===== src/rtl/acc_req_arbiter.sv =====
// Round-robin arbiter sharing Ara's accelerator request port between NumReq dispatchers.
// An in-order ID FIFO remembers each accepted source so responses are routed back to it.
module acc_req_arbiter #(
  parameter  int unsigned NumReq         = 2,
  parameter  int unsigned XLEN           = 64,
  parameter  int unsigned MaxOutstanding = 8,
  localparam int unsigned IdxW           = $clog2(NumReq),
  localparam int unsigned CntW           = $clog2(MaxOutstanding) + 1
) (
  input  logic                   clk_i,
  input  logic                   rst_ni,
  input  logic [NumReq-1:0]      req_valid_i,
  input  logic [NumReq*32-1:0]   req_insn_i,
  input  logic [NumReq*XLEN-1:0] req_rs1_i,
  input  logic [NumReq*XLEN-1:0] req_rs2_i,
  output logic [NumReq-1:0]      req_ready_o,
  output logic [NumReq-1:0]      resp_valid_o,
  output logic [XLEN-1:0]        resp_result_o,
  input  logic [NumReq-1:0]      resp_ready_i,
  output logic                   acc_req_valid_o,
  output logic [31:0]            acc_insn_o,
  output logic [XLEN-1:0]        acc_rs1_o,
  output logic [XLEN-1:0]        acc_rs2_o,
  input  logic                   acc_req_ready_i,
  input  logic                   acc_resp_valid_i,
  input  logic [XLEN-1:0]        acc_resp_result_i,
  output logic                   acc_resp_ready_o,
  output logic [CntW-1:0]        outstanding_o,
  output logic                   err_orphan_resp_o
);

  localparam int unsigned PtrW = CntW - 1;

  logic [IdxW-1:0] rr_q;
  logic [IdxW-1:0] lock_idx_q;
  logic            lock_q;
  logic [IdxW-1:0] win;
  logic            found;
  logic            grant;

  logic [IdxW-1:0] id_mem_q [MaxOutstanding];
  logic [PtrW-1:0] wr_ptr_q;
  logic [PtrW-1:0] rd_ptr_q;
  logic [CntW-1:0] cnt_q;
  logic [IdxW-1:0] head;
  logic            head_ready;
  logic            full;
  logic            empty;
  logic            push;
  logic            pop;
  logic            orphan;
  logic            err_q;

  // Fullness comes from registered state only, so a same-cycle pop never enables a push.
  assign full  = (cnt_q == CntW'(MaxOutstanding));
  assign empty = (cnt_q == '0);
  assign head  = id_mem_q[rd_ptr_q];

  always_comb begin
    found = 1'b0;
    win   = lock_idx_q;
    if (lock_q) begin
      found = 1'b1;
    end else begin
      for (int unsigned i = 1; i <= NumReq; i++) begin
        for (int unsigned r = 0; r < NumReq; r++) begin
          if (!found && req_valid_i[r] && (((32'(rr_q) + i) % NumReq) == r)) begin
            found = 1'b1;
            win   = IdxW'(r);
          end
        end
      end
    end
    grant = found & ~full & rst_ni;
  end

  always_comb begin
    acc_insn_o  = '0;
    acc_rs1_o   = '0;
    acc_rs2_o   = '0;
    req_ready_o = '0;
    for (int unsigned r = 0; r < NumReq; r++) begin
      if (grant && (win == IdxW'(r))) begin
        acc_insn_o     = req_insn_i[r*32 +: 32];
        acc_rs1_o      = req_rs1_i[r*XLEN +: XLEN];
        acc_rs2_o      = req_rs2_i[r*XLEN +: XLEN];
        req_ready_o[r] = acc_req_ready_i;
      end
    end
  end

  assign acc_req_valid_o = grant;
  assign push            = grant & acc_req_ready_i;

  always_comb begin
    resp_valid_o = '0;
    head_ready   = 1'b0;
    for (int unsigned r = 0; r < NumReq; r++) begin
      if (head == IdxW'(r)) begin
        resp_valid_o[r] = rst_ni & acc_resp_valid_i & ~empty;
        head_ready      = resp_ready_i[r];
      end
    end
  end

  // An empty FIFO swallows any response so Ara never stalls on an orphan.
  assign acc_resp_ready_o  = rst_ni & (empty | head_ready);
  assign resp_result_o     = rst_ni ? acc_resp_result_i : '0;
  assign pop               = acc_resp_valid_i & ~empty & head_ready;
  assign orphan            = acc_resp_valid_i & empty;
  assign outstanding_o     = cnt_q;
  assign err_orphan_resp_o = err_q;

  always_ff @(posedge clk_i or negedge rst_ni) begin
    if (!rst_ni) begin
      rr_q       <= IdxW'(NumReq - 1);
      lock_q     <= 1'b0;
      lock_idx_q <= '0;
      wr_ptr_q   <= '0;
      rd_ptr_q   <= '0;
      cnt_q      <= '0;
      err_q      <= 1'b0;
    end else begin
      if (push) begin
        wr_ptr_q <= wr_ptr_q + PtrW'(1);
        rr_q     <= win;
        lock_q   <= 1'b0;
      end else if (grant) begin
        lock_q     <= 1'b1;
        lock_idx_q <= win;
      end
      if (pop) rd_ptr_q <= rd_ptr_q + PtrW'(1);
      if (push && !pop)      cnt_q <= cnt_q + CntW'(1);
      else if (pop && !push) cnt_q <= cnt_q - CntW'(1);
      if (orphan) err_q <= 1'b1;
    end
  end

  always_ff @(posedge clk_i) begin
    if (push) id_mem_q[wr_ptr_q] <= win;
  end

  a_lock_valid_held: assert property (@(posedge clk_i) disable iff (!rst_ni)
    lock_q |-> req_valid_i[lock_idx_q]);

endmodule


===== config.mk =====
export PLATFORM = sky130hd
export DESIGN_NAME = acc_req_arbiter
export DESIGN_NICKNAME = d
export VERILOG_FILES = /design/src/rtl/acc_req_arbiter.sv
export SDC_FILE = /design/constraint.sdc
export NUM_CORES = 1
export LEC_CHECK = 0
export CORE_AREA = 2 2 244 246
export CTS_CLUSTER_DIAMETER = 150
export DETAILED_ROUTE_END_ITERATION = 6
export DIE_AREA = 0 0 246 248
export GPL_TIMING_DRIVEN = 0
export SLEW_MARGIN = 10
export SYNTH_ARGS = -nofsm -noshare
export SYNTH_HDL_FRONTEND = slang
export SYNTH_SLANG_ARGS = --single-unit

===== constraint.sdc =====
create_clock -name clk_i -period 3.08 [get_ports clk_i]
set_input_delay 0.616 -clock clk_i [delete_from_list [all_inputs] [get_ports clk_i]]
set_output_delay 0.616 -clock clk_i [all_outputs]
set_load 0.05 [all_outputs]

## Yosys cells after proc, flatten, opt, wreduce, memory -nomap -nowiden

Memories as Yosys holds them, arrays and structs flattened.
Index checks and enable logic that the tools add are counted.

| word-level totals | value |
|---|---|
| register bits after elaboration | 14 |
| RAM bits | 8 |
| input port bits | 392 |
| word-level logic and storage cells | 82 |
| memories kept | 1 |

| operators by class | value |
|---|---|
| add/sub/neg operators | 6 |
| equal/unequal tests | 1 |
| mux-type cells | 31 |
| bitwise logic cells | 14 |
| reduce and logical (&&, ||, !) cells | 22 |

Memory list:

| memory | words | width | rd ports | clocked after Yosys merged registers in | wr ports | RTL line | text |
|---|---|---|---|---|---|---|---|
| id_mem_q | 8 | 1 | 1 | 0 | 1 | 41 | `logic [IdxW-1:0] id_mem_q [MaxOutstanding];` |

Operators with widths:

| kind | number |
|---|---|
| 64-bit two-way mux | 5 |
| 32-bit zero test | 2 |
| 32-bit two-way mux | 2 |
| 1-bit two-way mux | 22 |
| 1-bit logical AND | 11 |
| 1-bit bitwise AND | 9 |
| 4-bit two-way mux | 2 |
| 3-bit by 1-bit adder with 3-bit output (second input constant) | 2 |
| 1-bit zero test | 5 |
| 4-bit by 1-bit adder with 4-bit output (second input constant) | 1 |
| 4-bit equality test (second input constant) | 1 |
| 4-bit zero test | 1 |
| 1-bit inverter | 4 |
| 2-bit nonzero test | 2 |
| 4-bit by 1-bit subtractor with 4-bit output (second input constant) | 1 |
| 1-bit adder (second input constant) | 2 |
| 2-bit AND reduction | 1 |
| 1-bit bitwise OR | 1 |

## Logic depth before layout (Yosys ltp)

Gate-level depths: netlist of run 1.

| depth | value |
|---|---|
| word-level depth | 27 |
| gate-level depth with buffers | 14 |

## Least setup slack after synthesis of run 1

No wires, ideal clock.

| path | value |
|---|---|
| path kind | flip-flop to output port |
| start | register cnt_q[0], in the netlist outstanding_o[0] |
| end | output acc_insn_o[0] |
| arrival | 2504 ps |
| slack | -40 ps |
| cell stages (with the launch flop) | 10 |
| cells stage by stage | dfrtp_1 > nor3_1 > a21oi_1 > o21ai_2 > inv_2 > and2_1 > buf_2 > buf_2 > buf_2 > a22o_1 |

| between the ends | value |
|---|---|
| longest elaborated chain between the ends | 7 |

RTL lines:

| item | RTL line | text |
|---|---|---|
| from (decl) | 44 | `logic [CntW-1:0] cnt_q;` |
| from (signal assigned) | 133 | `if (push && !pop) cnt_q <= cnt_q + CntW'(1);` |
| from (signal assigned) | 134 | `else if (pop && !push) cnt_q <= cnt_q - CntW'(1);` |
| 4-bit equality test (*) | 55 | `assign full = (cnt_q == CntW'(MaxOutstanding));` |
| 1-bit inverter (*) | 74 | `grant = found & ~full & rst_ni;` |
| 1-bit bitwise AND (*) (2 in series) | 74 |  |
| via acc_req_valid_o | 20 | `output logic acc_req_valid_o,` |
| 1-bit logical AND | 83 | `if (grant && (win == IdxW'(r))) begin` |
| 32-bit two-way mux | 83 |  |
| 32-bit two-way mux (*) | 83 |  |
| to (decl) | 21 | `output logic [31:0] acc_insn_o,` |

Mark *: on every way through the listed nets, which the timed path passes. The rest lies on a longest branch.

## Final worst setup path of run 1

| path | value |
|---|---|
| start | register cnt_q[2], in the netlist outstanding_o[2] |
| end | output acc_insn_o[10] |

| between the ends | value |
|---|---|
| longest elaborated chain between the ends | 7 |

RTL lines:

| item | RTL line |
|---|---|
| 4-bit equality test (*) | 55 |
| 1-bit inverter (*) | 74 |
| 1-bit bitwise AND (*) (2 in series) | 74 |
| 1-bit logical AND | 83 |
| 32-bit two-way mux | 83 |
| 32-bit two-way mux (*) | 83 |

Mark *: on every way between the ends. The rest lies on a longest branch, timed or not.

==> results.json, run 1 <==
{
  "outcome": "completed",
  "pre_cts_ws_ns": -2.71,
  "crit_chain": "nor3_4 > a21oi_4 > o21ai_4 > buf_6 > inv_2 > and2_4 > buf_12 > buf_16 > buf_8 > a22o_4 > buf_6",
  "max_stage_delay_ns": 0.46,
  "start_util_pct": 5.37,
  "worstPathRequired_ns": 2.46,
  "reg2reg_from": "rd_ptr_q[0]",
  "r2r-end": "outstanding_o[3]",
  "worstPathArrival_ns": 2.39,
  "syn_area_um2": 3140,
  "drt-initial-drc-count": 249,
  "rsz0062_at_grt": "yes",
  "ys_seq_area_share_pct": 18.9,
  "synth.largest_area_cell": "a22o_1",
  "grt_pass1_vias": 6088,
  "stdcell_count": 1791,
  "maxCapViolations": 0,
  "rr_worst_depth": 12,
  "setup_viol_count_final": 0,
  "io_pins": 627,
  "ys_warn_count": 0,
  "critPathKind": "reg2out",
  "whs_ns": 0.153,
  "antenna_found_initial": 22,
  "cts_max_level": 1,
  "avgSynthCellArea_um2": 8.53,
  "synth_most_common_cell": "a22o_1",
  "gr-total-overflow": 0,
  "grt_start_max_net_pins": 18,
  "groute.usage.overall_pct": 10.6,
  "synth_commonest_cells": "a22o_1, and2_1, buf_2",
  "root_buffer": "clkbuf_16",
  "power.density_nw_per_um2": 723,
  "start_kind": "flop",
  "path_common_cell": "buf_6",
  "leakagePower_nw": 4.62,
  "fmax_ghz": 0.333,
  "synthTopCellsByArea": "a22o_1, and2_1, dfrtp_1",
  "dp.cells": 1767,
  "nets": 1414,
  "synth_ff_type": "dfrtp_1",
  "crit_family": "buffers and inverters",
  "min_period_over_period_pct": 97.4,
  "synth_edf_count": 8,
  "timing.final.ws_setup_ns": 0.0787,
  "clk_path_buf_depth": 2,
  "vias_per_cell": 3.38,
  "worstSetupEndpointType": "output pin",
  "die_w_um": 246,
  "path_clk_slew_ns": 0.06,
  "core_um2": 58500,
  "yosysTopAreaCellShare_pct": 44.6,
  "place_hpwl_um": 31400,
  "hold_viol": 0,
  "port_buffers": 626,
  "drv_slew": 0,
  "worst_pin_slew_ns": 0.744,
  "ant_nets": 0,
  "crit_path_top_delay_cell": "dfrtp_1",
  "die_area_um2": 61000,
  "numCtsBuffers": 3,
  "fin_util_pct": 18.5,
  "syn-num-nets": 766,
  "synthCells": 368,
  "relSlewSlack_pct": 50.6,
  "irDropWorstVdd_mv": 0.383,
  "skew_ns": 0.00164,
  "drt-total-wl_um": 36300,
  "grt_pass1_wl_um": 44800,
  "wl_per_cell_um": 20.3,
  "num_rows": 89,
  "synthDistinctLibCells": 33,
  "worstSkewPairLatency_ns": 0.26,
  "dr.pass1.iters": 5,
  "synthArstFlopShare_pct": 63.6,
  "crit_fanout": 10,
  "die_h_um": 248,
  "clock-sinks": 22,
  "post-route-drc-count": 0,
  "fin_crit_ns": 3.00,
  "crit_buf_inv": 6,
  "hold_class": "in2async",
  "tritoncts": "built",
  "ys_ff_latch": 22,
  "area_delta_synth_final_pct": 245,
  "num_vias": 6055,
  "place_congestion": 0.866,
  "rrSetupSlack_ns": 0.10,
  "drive_above_1_share_pct": 24.6
}
stage by stage:
| step | power [mW] | setup TNS (ns) | cell area (um^2) |
|---|---|---|---|
| 4_1_cts | 7.61 | 0 | 10500 |
| 5_1_grt | 8.16 | -0.0676 | 10800 |
| 3_3_place_gp | 7.02 | -521.58 | 10400 |
| 6_report | 7.82 | 0 | 10800 |
| 3_5_place_dp | 7.06 | -473.38 | 10400 |
| 2_1_floorplan | 4.62 | 0 | 3140 |
how the worst max path moves through the flow:
stage	start	endpoint	slack [ns]	cells past startpoint
after global placement	rst_ni	acc_rs2_o[58]	-3.06	9
final	outstanding_o[2]	acc_insn_o[10]	0.08	11
after detailed placement	rst_ni	acc_rs2_o[58]	-2.71	9
after CTS	req_valid_i[1]	acc_insn_o[16]	0.0004	11
after floorplan	outstanding_o[2]	acc_insn_o[0]	0.03	9
after global routing	rd_ptr_q[0]	outstanding_o[3]	-0.07	12
routing by layer:
| layer | share of wire, % | track usage [%] |
|---|---|---|
| met5 | 0.14 | 0 |
| met4 | 3.2 | 3.32 |
| met3 | 9.7 | 2.96 |
| met2 | 50 | 19.2 |
| met1 | 37 | 11.9 |
cells by family after synthesis:
group	count (synthesis)	share of synthesized area, %
XOR/XNOR	7	1.95
buffers and inverters	49	6.78
AO/OA/AOI/OAI	172	47.3
adder cells (fa/ha/maj)	6	2.63
flip-flops	22	18.9
AND/OR/NAND/NOR	104	18.2
multiplexers	8	4.26
state kept, by name (all words and copies together) (netlist names):
signal and cells:
outstanding_o 4, lock_q 1, rd_ptr_q 3, wr_ptr_q 3, err_orphan_resp_o 1, id_mem_q 8
lock_idx_q 1, rr_q 1
report_power, final:
group          leakage [nW]  switching (mW)  internal [mW]  total (mW)
logic                  4.33            4.24           2.64        6.89
registers             0.233           0.136          0.430       0.566
clock network        0.0511           0.112          0.258       0.371
placed cells by master (no fill, tap or decap), types with 3 or more instances in the layout:
cell and instances:
clkdlybuf4s50_1 430, a22o_1 148, buf_4 65, and2_1 64, buf_6 50, buf_2 42
clkbuf_4 27, dlygate4sd2_1 22, nand2_1 18, a22o_4 12, nor2_1 11, buf_8 10
dfrtp_1 10, dlymetal6s2s_1 10, clkbuf_2 9, edfxtp_1 8, clkbuf_1 6, inv_1 5
buf_16 5, buf_12 5, xnor2_1 5, ha_1 5, clkbuf_16 5, nand2b_1 4
diode_2 3, a21oi_1 3, dfrtp_2 3
what timing repair did:
action | 4_1_cts | 5_1_grt
endpoints found under the hold margin | 0 | 0
hold buffers | 0 | 0
setup endpoints to repair | 242 | 190
setup buffers | 10 | 3
pin swaps | 8 | 7
resized for setup | 1026 | 127
cloned | 4 | 2
cell type report:
class / instances / area (um^2)
clock inverter: 1 / 30.0
inverter: 7 / 26.3
antenna: 3 / 7.51
tap: 773 / 967
multi-input combinational: 297 / 2480
clock buffer: 3 / 75.1
timing repair buffer: 644 / 6250
sequential: 22 / 596
fill: 6537 / 47600
buffer: 41 / 383
Note: power is estimated with default switching activity, not from simulation.
==> run 2: changes to the inputs <==
--- a/config.mk
+++ b/config.mk
@@ -9,6 +9,7 @@
 export CTS_CLUSTER_DIAMETER = 150
 export DETAILED_ROUTE_END_ITERATION = 6
 export DIE_AREA = 0 0 246 248
+export GPL_ROUTABILITY_DRIVEN = 1
 export GPL_TIMING_DRIVEN = 0
 export SLEW_MARGIN = 10
 export SYNTH_ARGS = -nofsm -noshare
==> results of run 2 <==
Final layout, timing and power as in run 1 (identical DEF).
==> run 3: changes to the inputs <==
--- a/config.mk
+++ b/config.mk
@@ -11,6 +11,8 @@
 export DIE_AREA = 0 0 246 248
 export GPL_ROUTABILITY_DRIVEN = 1
 export GPL_TIMING_DRIVEN = 0
+export MAX_ROUTING_LAYER = met4
+export RECOVER_POWER = 50
 export SLEW_MARGIN = 10
 export SYNTH_ARGS = -nofsm -noshare
 export SYNTH_HDL_FRONTEND = slang
==> run 3 against run 2 <==
  * The flow now finishes with violations (negative setup slack)
  * Final cell count grew 0.34%
  * Highest routed layer is now met4
  * Total power decreased by 0.10%
  * Register-to-register slack barely moved
  * Sequential share of layout area barely moved
  * Final area is essentially flat
  * Global-route usage up 0.31 points
==> results.json, run 3 (same netlist as run 1, synthesis figures left out) <==
{
  "outcome": "finished with violations",
  "violations": "negative setup slack",
  "start_util_pct": 5.37,
  "largest_register": "id_mem_q",
  "numCtsBuffers": 3,
  "cts_max_level": 1,
  "drv_slew": 0,
  "clock-sinks": 22,
  "min_period_over_period_pct": 100,
  "num_rows": 89,
  "place_hpwl_um": 31400,
  "start_kind": "input pin",
  "skew_ns": 0.00165,
  "rrSetupSlack_ns": 0.10,
  "fill_cells": 6530,
  "reg2reg_from": "rd_ptr_q[0]",
  "die_h_um": 248,
  "fin_crit_ns": 3.08,
  "grt_pass1_wl_um": 44800,
  "worst_pin_slew_ns": 0.767,
  "place_congestion": 0.880,
  "ant_nets": 0,
  "crit_fanout": 3,
  "ff_latch_area_um2": 596,
  "drt-initial-drc-count": 235,
  "maxCapViolations": 0,
  "num_vias": 6010,
  "root_buffer": "clkbuf_16",
  "antenna_found_initial": 22,
  "die_area_um2": 61000,
  "gr-total-overflow": 0,
  "groute.usage.overall_pct": 10.9,
  "irDropWorstVdd_mv": 0.381,
  "die_w_um": 246,
  "fmax_ghz": 0.325,
  "core_um2": 58500,
  "worstSkewPairLatency_ns": 0.26,
  "largest_reg_flops": 8,
  "worstPathArrival_ns": 2.47,
  "fin_util_pct": 18.5,
  "drt-total-wl_um": 36300,
  "leakagePower_nw": 4.62,
  "hold_viol": 0,
  "setup.worst_path.start": "acc_resp_valid_i",
  "rsz0062_at_grt": "yes",
  "post-route-drc-count": 0,
  "nets": 1414,
  "power.density_nw_per_um2": 722,
  "cp-endpoint": "resp_valid_o[1]",
  "rr_worst_depth": 12,
  "dp.cells": 1767,
  "timing.final.ws_setup_ns": -0.00127,
  "vias_per_cell": 3.34,
  "whs_ns": 0.152,
  "crit_chain": "dlygate4sd3_1 > o41a_1 > nand2_1 > nor2_1 > clkdlybuf4s50_1",
  "relSlewSlack_pct": 49.1,
  "postCtsHoldBufs": 0,
  "worstSetupEndpointType": "output pin",
  "layout_commonest_cell": "clkdlybuf4s50_1",
  "hold_class": "in2async",
  "io_pins": 627,
  "port_buffers": 626,
  "grt_start_max_net_pins": 18,
  "clk_path_buf_depth": 2,
  "multiInputGateArea_um2": 2480,
  "critPathKind": "in2out",
  "tritoncts": "built",
  "crit_path_top_delay_cell": "clkdlybuf4s50_1",
  "setup_viol_count_final": 1,
  "r2r-end": "outstanding_o[3]",
  "final_cell_mix": "clkdlybuf4s50_1, a22o_1, buf_4",
  "dr.pass1.iters": 6,
  "area_delta_synth_final_pct": 245,
  "wl_per_cell_um": 20.2,
  "worstPathRequired_ns": 2.46,
  "stdcell_count": 1797,
  "max_stage_delay_ns": 0.83,
  "drive_above_1_share_pct": 24.4,
  "grt_pass1_vias": 6100,
  "path_clk_slew_ns": 0.06
}
[run 3: report_power, final]
group	leakage [nW]	internal, mW	switching, mW
Combinational	4.33	2.63	4.25
Clock	0.0512	0.258	0.113
Sequential	0.233	0.430	0.135
[run 3: what timing repair did]
action	4_1_cts	5_1_grt
setup buffers	10	3
cloned	4	2
pin swaps	8	7
endpoints found under the setup margin	242	189
resized for setup	1026	127
[run 3: final cells by class]
| class | count | area share, % |
|---|---|---|
| multi-input cells | 297 | 22.9 |
| diodes | 9 | 0.208 |
| clock buffers | 3 | 0.693 |
| inverters | 7 | 0.243 |
| flip-flops and latches | 22 | 5.50 |
| clock inverters | 1 | 0.277 |
| repair buffers | 644 | 57.7 |
| plain buffers | 41 | 3.54 |
| well taps | 773 | 8.93 |
[run 3: metal layers]
layer	track usage [%]	routed length (um)
met1	11.9	13400
met2	19.2	18100
met3	2.83	3580
met4	3.32	1180
met5	-	0
[run 3: worst min-delay path by stage]
stage	from	to	slack (ns)	depth (start not counted)
final	rst_ni	lock_idx_q	0.15	1
after global placement	err_orphan_resp_o	err_orphan_resp_o	0.47	1
after global routing	rst_ni	lock_q	0.14	1
after CTS	rst_ni	lock_q	0.16	1
after detailed placement	err_orphan_resp_o	err_orphan_resp_o	0.48	1
after floorplan	rst_ni	err_orphan_resp_o	0.32	0
[run 3: critical path: cells and delay by family]
family | cells | cell delay [ns]
buf+inv | 2 | 1.39
simple gates | 2 | 0.22
compound gates | 1 | 0.24
[run 3: through the flow]
step,setup TNS [ns],power (mW),instance area [um^2],setup WS (ns)
floorplan,0,4.62,3140,0.0329
global placement,-521.58,7.02,10400,-3.06
detailed placement,-473.38,7.06,10400,-2.71
CTS,0,7.61,10500,0.000400
global route,-0.132,8.15,10800,-0.0701
finish,-0.00127,7.81,10800,-0.00127
